`config.mk`:
```
export PLATFORM = sky130hd
export DESIGN_NAME = pipeline_arbiter
export DESIGN_NICKNAME = d
export VERILOG_FILES = /design/src/rtl/pipeline_arbiter_pkg.sv /design/src/rtl/pipeline_arbiter_slice.sv /design/src/rtl/pipeline_arbiter.sv
export SDC_FILE = /design/constraint.sdc
export NUM_CORES = 1
export LEC_CHECK = 0
export CORE_MARGIN = 1.5
export CORE_UTILIZATION = 41
export CTS_BUF_LIST = sky130_fd_sc_hd__clkbuf_2
export CTS_CLUSTER_SIZE = 16
export DETAILED_ROUTE_END_ITERATION = 8
export GPL_TIMING_DRIVEN = 0
export PLACE_DENSITY = 0.75
export SLEW_MARGIN = 20
export SYNTH_ARGS = -nofsm -noshare
export SYNTH_HDL_FRONTEND = slang
export SYNTH_SLANG_ARGS = --single-unit
```
`constraint.sdc`:
```
create_clock -name clock -period 2.3 [get_ports clock]
set_clock_uncertainty 0.2 [all_clocks]
set_input_delay 0.345 -clock clock [delete_from_list [all_inputs] [get_ports clock]]
set_output_delay 0.345 -clock clock [all_outputs]
set_load 0.05 [all_outputs]
```
`src/rtl/pipeline_arbiter_pkg.sv`:
```
// Shared helpers for pipeline_arbiter: select-width derivation and lock-state encoding.
package pipeline_arbiter_pkg;

  typedef enum logic {
    UNLOCKED = 1'b0,
    LOCKED   = 1'b1
  } lock_state_t;

  function automatic int clog2(input int v);
    int r;
    r = 0;
    while ((1 << r) < v) r++;
    return r;
  endfunction

  // A single requester still needs a 1-bit select so the port never collapses to zero width.
  function automatic int sel_width(input int n);
    return (n <= 1) ? 1 : clog2(n);
  endfunction

endpackage

```
`src/rtl/pipeline_arbiter_slice.sv`:
```
// Two-entry registered valid/ready stage (main + skid); ready depends only on local state.
module pipeline_arbiter_slice #(
  parameter int pw = 8
) (
  input  logic          clock,
  input  logic          reset,
  input  logic [pw-1:0] in_payload,
  input  logic          in_valid,
  output logic          in_ready,
  output logic [pw-1:0] out_payload,
  output logic          out_valid,
  input  logic          out_ready
);

  logic [pw-1:0] main_q;
  logic [pw-1:0] skid_q;
  logic          main_valid;
  logic          skid_valid;
  logic          unload;
  logic          accept;

  assign in_ready    = !skid_valid && !reset;
  assign out_payload = main_q;
  assign out_valid   = main_valid;
  assign unload      = main_valid && out_ready;
  assign accept      = in_valid && in_ready;

  // A full skid blocks intake, so skid refill and skid drain never coincide.
  always_ff @(posedge clock or posedge reset) begin
    if (reset) begin
      main_q     <= '0;
      skid_q     <= '0;
      main_valid <= 1'b0;
      skid_valid <= 1'b0;
    end else if (skid_valid) begin
      if (unload) begin
        main_q     <= skid_q;
        skid_valid <= 1'b0;
      end
    end else if (accept) begin
      if (!main_valid || unload) begin
        main_q     <= in_payload;
        main_valid <= 1'b1;
      end else begin
        skid_q     <= in_payload;
        skid_valid <= 1'b1;
      end
    end else if (unload) begin
      main_valid <= 1'b0;
    end
  end

endmodule

```
`src/rtl/pipeline_arbiter.sv`:
```
// Round-robin N:1 arbiter feeding a main+skid output stage with a {sel, data} tag.
// Burst locking on up_last is enabled by defining PIPELINE_ARBITER_LOCK_EN.
module pipeline_arbiter
  import pipeline_arbiter_pkg::*;
#(
  parameter  int width = 8,
  parameter  int n_req = 4,
  localparam int sel_w = sel_width(n_req)
) (
  input  logic                   clock,
  input  logic                   reset,
  input  logic [n_req*width-1:0] up_data,
  input  logic [n_req-1:0]       up_valid,
  input  logic [n_req-1:0]       up_last,
  output logic [n_req-1:0]       up_ready,
  output logic [width-1:0]       down_data,
  output logic [sel_w-1:0]       down_sel,
  output logic                   down_valid,
  input  logic                   down_ready
);

  logic [sel_w-1:0] rr_ptr;
  logic [sel_w-1:0] winner;
  logic [sel_w-1:0] cand;
  logic [sel_w-1:0] next_ptr;
  logic [width-1:0] win_data;
  logic             any_valid;
  logic             slice_ready;
  logic             accept;

`ifdef PIPELINE_ARBITER_LOCK_EN
  lock_state_t      lock_state;
  logic [sel_w-1:0] lock_idx;
`else
  logic             unused_last;
  assign unused_last = ^up_last;
`endif

  // Scan from the farthest offset down so the nearest valid index from rr_ptr wins.
  always_comb begin
    winner    = rr_ptr;
    cand      = '0;
    any_valid = 1'b0;
    for (int i = n_req - 1; i >= 0; i--) begin
      cand = sel_w'((int'(rr_ptr) + i) % n_req);
      if (up_valid[cand]) begin
        winner    = cand;
        any_valid = 1'b1;
      end
    end
`ifdef PIPELINE_ARBITER_LOCK_EN
    if (lock_state == LOCKED) begin
      winner    = lock_idx;
      any_valid = up_valid[lock_idx];
    end
`endif
  end

  always_comb begin
    win_data = '0;
    for (int i = 0; i < n_req; i++) begin
      if (winner == sel_w'(i)) win_data = up_data[i*width +: width];
    end
  end

  always_comb begin
    up_ready = '0;
    if (accept) up_ready[winner] = 1'b1;
  end

  assign accept   = any_valid && slice_ready;
  assign next_ptr = sel_w'((int'(winner) + 1) % n_req);

  always_ff @(posedge clock or posedge reset) begin
    if (reset) begin
      rr_ptr     <= '0;
`ifdef PIPELINE_ARBITER_LOCK_EN
      lock_state <= UNLOCKED;
      lock_idx   <= '0;
`endif
    end else if (accept) begin
`ifdef PIPELINE_ARBITER_LOCK_EN
      if (up_last[winner]) begin
        rr_ptr     <= next_ptr;
        lock_state <= UNLOCKED;
      end else begin
        lock_state <= LOCKED;
        lock_idx   <= winner;
      end
`else
      rr_ptr <= next_ptr;
`endif
    end
  end

  pipeline_arbiter_slice #(
    .pw(sel_w + width)
  ) u_slice (
    .clock      (clock),
    .reset      (reset),
    .in_payload ({winner, win_data}),
    .in_valid   (any_valid),
    .in_ready   (slice_ready),
    .out_payload({down_sel, down_data}),
    .out_valid  (down_valid),
    .out_ready  (down_ready)
  );

endmodule

```
== After elaboration in Yosys (flattened, before gate mapping) ==
Cells that the tools add are included.

* Add/subtract/negate cells: 4
* Mux-type cells: 34
* Reductions and logical operators: 15
* Magnitude comparators: 6
* Bitwise logic cells: 2
* Equality and inequality tests: 5

{| class="wikitable"
|+ Operator list
! cell !! number
|-
| $mux W10 || 4
|-
| $mux W8 || 4
|-
| $mux W1 || 16
|-
| $lt A2 B3 Y1 const B || 5
|-
| $reduce_and A3 Y1 || 3
|-
| $bmux W1 S2 || 4
|-
| $mux W2 || 4
|-
| $reduce_bool A2 Y1 || 3
|-
| $add A2 B1 Y2 const B || 2
|-
| $add A2 B2 Y2 const B || 2
|-
| $eq A2 B2 Y1 const B || 2
|-
| $logic_and A1 B1 Y1 || 4
|-
| $mux W4 || 1
|-
| $logic_not A1 Y1 || 3
|-
| $demux W1 S2 || 1
|-
| $eq A2 B1 Y1 const B || 1
|-
| $ge A2 B1 Y1 const B || 1
|-
| $logic_not A2 Y1 || 1
|-
| $ne A2 B1 Y1 const B || 1
|-
| $ne A2 B2 Y1 const B || 1
|-
| $not A1 Y1 || 2
|-
| $logic_or A1 B1 Y1 || 1
|}

* Output and inout port bits: 15
* Bits of input ports: 43
* Bits in registers: 24

== Depth between registers and ports, before layout ==
* Depth in word-level cells: 15
* Mapped depth: 11

== By module ==
Synthesis repeated with hierarchy kept, for this count alone.

* Cells, all modules: 139
* Area total of the unflattened synthesis: 1526.5 µm²

{| class="wikitable"
|+ By module, submodules not included
! module !! seq. area each (µm²) !! cells an instance !! instances !! area each (µm²)
|-
| pipeline_arbiter_slice || 550.5 || 65 || 1 || 967.2
|-
| pipeline_arbiter || 50.0 || 74 || 1 || 559.3
|}

== Worst setup path after synthesis ==
No wires, ideal clock.

* Path type: input to output
* From: in up_valid[3]
* To: out up_ready[3]
* Data arrival time: 2095 ps
* Stages on the path: 8
* Data required time: 1755 ps
* Setup slack: -340 ps
* Cells stage by stage: and2b_2 o21ai_0 o211ai_1 inv_1 ha_1 clkbuf_1 clkbuf_1 and2_1

* Cells in the longest elaborated chain, start to end: 11
* Elaborated cells between the ends (all ways): 23

{| class="wikitable"
|+ Ends and longest elaborated chain
! what !! RTL line !! text
|-
| start, declared || pipeline_arbiter.sv:13 || <nowiki>input logic [n_req-1:0] up_valid,</nowiki>
|-
| $bmux W1 S2 || pipeline_arbiter.sv:46 || <nowiki>if (up_valid[cand]) begin</nowiki>
|-
| $mux W1 (not written as such) || pipeline_arbiter.sv:46 ||
|-
| $mux W2 (3 in series) || pipeline_arbiter.sv:46 ||
|-
| $mux W2 * || pipeline_arbiter.sv:46 ||
|-
| net u_slice.in_payload[8] || pipeline_arbiter_slice.sv:7 || <nowiki>input logic [pw-1:0] in_payload,</nowiki>
|-
| $lt A2 B3 Y1 (not written as such) / $ge A2 B1 Y1 (equally long branches) || pipeline_arbiter.sv:68 || <nowiki>if (accept) up_ready[winner] = 1'b1;</nowiki>
|-
| $logic_and A1 B1 Y1 (not written as such) || pipeline_arbiter.sv:68 ||
|-
| $mux W1 (not written as such) || pipeline_arbiter.sv:68 ||
|-
| $demux W1 S2 * || pipeline_arbiter.sv:68 ||
|-
| $mux W4 * || pipeline_arbiter.sv:68 ||
|-
| end, declared || pipeline_arbiter.sv:15 || <nowiki>output logic [n_req-1:0] up_ready,</nowiki>
|}

The timed path passes the listed nets; every way through them passes the cells marked *. The select of a mux whose other input is x is not followed.

== Worst setup path after layout ==
* From: reg rr_ptr[0]
* To: reg u_slice.main_q[5], in the netlist u_slice.out_payload[5]

* Cells in the longest elaborated chain, start to end: 15
* Elaborated cells between the ends (all ways): 33

{| class="wikitable"
|+ Ends and longest elaborated chain
! what !! RTL line !! text
|-
| start, declared || pipeline_arbiter.sv:22 || <nowiki>logic [sel_w-1:0] rr_ptr;</nowiki>
|-
| start signal, assigned || pipeline_arbiter.sv:91 || <nowiki>rr_ptr <= next_ptr;</nowiki>
|-
| $add A2 B2 Y2 || pipeline_arbiter.sv:45 || <nowiki>cand = sel_w'((int'(rr_ptr) + i) % n_req);</nowiki>
|-
| $bmux W1 S2 || pipeline_arbiter.sv:46 ||
|-
| $mux W1 (not written as such) || pipeline_arbiter.sv:46 ||
|-
| $mux W2 (3 in series) || pipeline_arbiter.sv:46 ||
|-
| $mux W2 * || pipeline_arbiter.sv:46 ||
|-
| net u_slice.in_payload[8] || pipeline_arbiter_slice.sv:7 ||
|-
| $logic_not A2 Y1 || pipeline_arbiter.sv:62 || <nowiki>if (winner == sel_w'(i)) win_data = up_data[i*width +: width];</nowiki>
|-
| $mux W8 (3 in series) || pipeline_arbiter.sv:62 ||
|-
| $mux W8 * || pipeline_arbiter.sv:62 ||
|-
| $mux W10 * || pipeline_arbiter_slice.sv:41 || <nowiki>if (!main_valid || unload) begin</nowiki>
|-
| $mux W10 * || pipeline_arbiter_slice.sv:40 || <nowiki>end else if (accept) begin</nowiki>
|-
| $mux W10 * || pipeline_arbiter_slice.sv:35 || <nowiki>end else if (skid_valid) begin</nowiki>
|-
| end signal, assigned || pipeline_arbiter_slice.sv:37 || <nowiki>main_q <= skid_q;</nowiki>
|-
| end signal, assigned || pipeline_arbiter_slice.sv:42 || <nowiki>main_q <= in_payload;</nowiki>
|-
| end, declared || pipeline_arbiter_slice.sv:15 || <nowiki>logic [pw-1:0] main_q;</nowiki>
|}

Marked as above.
A chain may end at the register's enable or synchronous reset.

==> tab_implementation.tex <==
\begin{tabular}{lr}
\hline
Metric & Value \\
\hline
\multicolumn{2}{l}{\textbf{Die}} \\
\quad Initial cell density of the core & 42.67\% \\
\quad Top-level port count & 58 \\
\quad Die X-Extent & 64.49 µm \\
\quad Number of placement rows & 22 \\
\quad Die area & 0.004159 mm² \\
\quad Die Y & 64.49 µm \\
\quad Core Area & 0.003633 mm² \\
\multicolumn{2}{l}{\textbf{Critical path}} \\
\quad CP Launch Type & flip-flop \\
\quad Req. time, crit path & 2.34 ns \\
\quad Critical Path Fanout Max & 5 \\
\quad Crit path capture type & flip-flop \\
\quad Worst path arrival time & 2.70 ns \\
\quad Worst setup path category & reg2reg \\
\multicolumn{2}{l}{\textbf{Synthesis}} \\
\quad Multiplexer share of the synthesized area & 2.744\% \\
\quad Number of different library cells in the post-synthesis netlist & 33 \\
\quad Combinational family with the most area after synthesis & compound AO/OA/AOI/OAI gates \\
\quad Synthesis warning total & 0 \\
\quad Gate Count Post-Synth & 175 \\
\quad Post-Synthesis Cell Area & 0.001550 mm² \\
\quad Flip-flop and latch count after synthesis & 24 \\
\quad Share of synthesized area occupied by flip-flops and latches & 38.74\% \\
\quad Mean instance size in the synthesized netlist & 8.858 µm² \\
\quad Post-synth net total & 222 \\
\quad Adder and majority gate portion of the synthesized area & 3.228\% \\
\quad XOR/XNOR share of the synthesized area & 0\% \\
\quad Compound-Gate Fraction of Synth Area & 29.14\% \\
\quad Synth Area in Simple Gates & 17.92\% \\
\multicolumn{2}{l}{\textbf{Min path}} \\
\quad Worst hold path type & reg2reg \\
\multicolumn{2}{l}{\textbf{Pwr}} \\
\quad Leakage Power & 1.097 nW \\
\quad PwrDens & 1433 mW/mm² \\
\quad Peak ir drop on the vdd network & 0.7264 mV \\
\multicolumn{2}{l}{\textbf{Clock network}} \\
\quad Clock tree from TritonCTS & built \\
\quad Number of buffers added by the clock tree synthesis step & 3 \\
\quad Longest Clk Path Bufs & 2 \\
\quad Clock slew at the register clock pins of the worst setup and hold paths & 0.22 ns \\
\quad CTS Sinks & 24 \\
\quad Clock tree root driver cell & sky130\_fd\_sc\_hd\_\_clkbuf\_2 \\
\quad CTS H-tree depth & 1 \\
\quad Clock insertion delay at the later pin of the skew report & 0.33 ns \\
\multicolumn{2}{l}{\textbf{STA}} \\
\quad Remaining max-slew budget at the tightest pin & 38.59\% \\
\quad Measured slew at the worst slew-check pin & 0.9201 ns \\
\quad Hold Worst Slack & 0.3246 ns \\
\quad Final setup vio count & 20 \\
\quad Max Fclk & 0.3761 GHz \\
\quad Minimum period implied by the final worst setup slack & 2.659 ns \\
\quad Hold violation count in the final report & 0 \\
\quad Final period utilization & 115.6\% \\
\quad Setup repair after global routing missed its margin & true \\
\quad Slew Viols, Final & 0 \\
\quad Final worst slack & -0.3588 ns \\
\multicolumn{2}{l}{\textbf{Place}} \\
\quad GP Congestion & 0.8196 \\
\quad Detailed placer's ending HPWL & 2771 µm \\
\quad Count of input and output buffers & 53 \\
\quad Placement-stage worst setup slack & -1.712 ns \\
\multicolumn{2}{l}{\textbf{Detailed routing}} \\
\quad Final antenna-violating net count & 0 \\
\quad Per-cell via count in the routed design & 5.522 \\
\quad First DRT Iteration DRCs & 90 \\
\quad Routed vias & 1662 \\
\quad Post-route DRC & 0 \\
\quad Average wire length per cell after detail routing & 18.47 µm \\
\quad 1st-pass router iterations & 4 \\
\quad Final Routed Wirelength & 5558 µm \\
\multicolumn{2}{l}{\textbf{Flow run}} \\
\quad Max-cap violation count & 0 \\
\multicolumn{2}{l}{\textbf{Global routing}} \\
\quad Antenna violations before repair & 0 \\
\quad Number of global-route vias before repair & 1476 \\
\quad Pin count of the biggest net entering global routing & 25 \\
\quad Leftover overflow at the end of global routing & 0 \\
\quad Total routing resource utilization after global routing & 21.24\% \\
\quad First-pass GRT wire length & 6810 µm \\
\multicolumn{2}{l}{\textbf{Final layout}} \\
\quad Post-layout net count & 301 \\
\quad Antenna cell count & 0 \\
\quad Area growth from synthesis to layout & 72.32\% \\
\quad Fraction of layout instances using a drive strength above 1 & 37.94\% \\
\quad Filler cells & 238 \\
\multicolumn{2}{l}{\textbf{Outcome}} \\
\quad Status & finished with violations \\
\quad Violations in the final reports & negative setup slack \\
\hline
\end{tabular}
==> cell usage after synthesis <==
cell type	n	share of area [%]
sky130_fd_sc_hd__a211o_1	1	0.57
sky130_fd_sc_hd__a21o_1	1	0.48
sky130_fd_sc_hd__a21oi_1	26	8.4
sky130_fd_sc_hd__a21oi_2	2	1.1
sky130_fd_sc_hd__a22oi_1	8	3.9
sky130_fd_sc_hd__a31oi_1	1	0.40
sky130_fd_sc_hd__and2_1	4	1.6
sky130_fd_sc_hd__and2b_1	1	0.48
sky130_fd_sc_hd__and2b_2	1	0.57
sky130_fd_sc_hd__buf_1	1	0.24
sky130_fd_sc_hd__buf_2	3	0.97
sky130_fd_sc_hd__buf_4	1	0.48
sky130_fd_sc_hd__buf_6	2	1.5
sky130_fd_sc_hd__clkbuf_1	6	1.5
sky130_fd_sc_hd__dfrtp_1	24	39
sky130_fd_sc_hd__ha_1	4	3.2
sky130_fd_sc_hd__inv_1	15	3.6
sky130_fd_sc_hd__mux2_2	2	1.5
sky130_fd_sc_hd__mux2i_1	2	1.3
sky130_fd_sc_hd__nand2_1	28	6.8
sky130_fd_sc_hd__nand2b_1	1	0.40
sky130_fd_sc_hd__nand3_1	1	0.32
sky130_fd_sc_hd__nor2_1	11	2.7
sky130_fd_sc_hd__nor2b_1	2	0.81
sky130_fd_sc_hd__nor3_1	2	0.65
sky130_fd_sc_hd__nor4_4	1	1.4
sky130_fd_sc_hd__nor4b_4	1	1.5
sky130_fd_sc_hd__o211ai_1	1	0.48
sky130_fd_sc_hd__o21a_1	1	0.48
sky130_fd_sc_hd__o21ai_0	9	2.9
sky130_fd_sc_hd__o221ai_2	10	9.7
sky130_fd_sc_hd__o41a_1	1	0.73
sky130_fd_sc_hd__or4_4	1	0.73
==> registers in the layout, summed over array words and instances (netlist names) <==
name,count
u_slice.skid_q,10
u_slice.skid_valid,1
rr_ptr,2
u_slice.out_payload,10
u_slice.out_valid,1
==> cell families after synthesis <==
group,count (synthesis)
simple gates,54
flops,24
mux,4
fa+ha+maj,4
buf+inv,28
compound gates,61
==> routing by layer <==
| layer | up-vias | share of wire (%) | GRT usage (%) |
|---|---|---|---|
| met2 | 71 | 50 | 35.68 |
| li1 | 770 | - | - |
| met5 | - | 0 | 0 |
| met4 | 0 | 3.8 | 9.043 |
| met3 | 20 | 6.5 | 4.167 |
| met1 | 801 | 39 | 26.64 |
==> where the power goes <==
group	internal, mW	switching [mW]
clock	0.150	0.124
sequential	0.632	0.133
combinational	1.23	1.56
==> cells in the final DEF (no fill, tap or decap), drive strengths merged <==
| master | count |
|---|---|
| nor2b | 2 |
| nor4 | 1 |
| nand2b | 1 |
| o211ai | 1 |
| clkdlybuf4s15 | 1 |
| inv | 15 |
| a31oi | 1 |
| and2b | 2 |
| nor4b | 1 |
| a21oi | 28 |
| nor3 | 2 |
| o21ai | 9 |
| clkdlybuf4s50 | 45 |
| bufinv | 1 |
| dfrtp | 24 |
| mux2 | 2 |
| ha | 4 |
| a211o | 1 |
| buf | 36 |
| and2 | 4 |
| dlygate4sd2 | 3 |
| mux2i | 2 |
| a21o | 1 |
| nand3 | 1 |
| o21a | 1 |
| a22oi | 8 |
| nand2 | 28 |
| clkbuf | 5 |
| nor2 | 11 |
| o221ai | 10 |
| o41a | 1 |
| or4 | 1 |
==> layout make-up <==
| type | count | area (µm²) | area share [%] |
|---|---|---|---|
| clock buffers | 3 | 15.01 | 0.5621 |
| plain buffers | 9 | 87.58 | 3.279 |
| multi-input cells | 123 | 1032 | 38.64 |
| well taps | 48 | 60.06 | 2.248 |
| inverters | 15 | 58.81 | 2.201 |
| repair buffers | 78 | 785.8 | 29.41 |
| flip-flops and latches | 24 | 601.8 | 22.53 |
| clock inverters | 1 | 30.03 | 1.124 |
==> through the flow <==
stage | utilization, % | TNS [ns] | total power [mW] | std cells | instance area [µm²]
floorplan | - | -0.1481 | 2.138 | 175 | 1578
global placement | 59.68 | -21.91 | 2.627 | 276 | 2168
detailed placement | 59.68 | -22.87 | 2.657 | 276 | 2168
CTS | 67.11 | -2.025 | 3.319 | 293 | 2439
global route | 73.52 | -5.389 | 4.040 | 301 | 2671
finish | 73.52 | -4.075 | 3.829 | 301 | 2671
==> repair_timing <==
| action | CTS | global route |
|---|---|---|
| pin swaps | 14 | 21 |
| resized for setup | 69 | 42 |
| hold buffers | 0 | 0 |
| endpoints found under the setup margin | 20 | 20 |
| cloned | 1 | 0 |
| setup buffers | 15 | 12 |
==> final timing paths <==
check | cells after the start | endpoint | slack (ns) | from
max in group asynchronous | 2 | rr_ptr[1] | 0.81 | reset
max | 12 | u_slice.out_payload[5] | -0.36 | rr_ptr[0]
min in group asynchronous | 2 | rr_ptr[1] | 0.49 | reset
max reg2reg | 12 | u_slice.out_payload[5] | -0.36 | rr_ptr[0]
min reg2reg | 2 | u_slice.out_payload[2] | 0.32 | u_slice.out_payload[2]
min | 2 | u_slice.out_payload[2] | 0.32 | u_slice.out_payload[2]
==> critical path: stages, from the launching register on <==
cell and delay [ns]:
sky130_fd_sc_hd__dfrtp_1 0.45, sky130_fd_sc_hd__buf_6 0.14, sky130_fd_sc_hd__a211o_1 0.25, sky130_fd_sc_hd__o211ai_1 0.08
sky130_fd_sc_hd__buf_4 0.17, sky130_fd_sc_hd__inv_4 0.05, sky130_fd_sc_hd__ha_4 0.17, sky130_fd_sc_hd__buf_6 0.12
sky130_fd_sc_hd__buf_8 0.12, sky130_fd_sc_hd__a21oi_1 0.22, sky130_fd_sc_hd__o21ai_1 0.17, sky130_fd_sc_hd__a22oi_1 0.26
sky130_fd_sc_hd__o221ai_2 0.15
No activity file was read; power rests on OpenSTA's default activity.
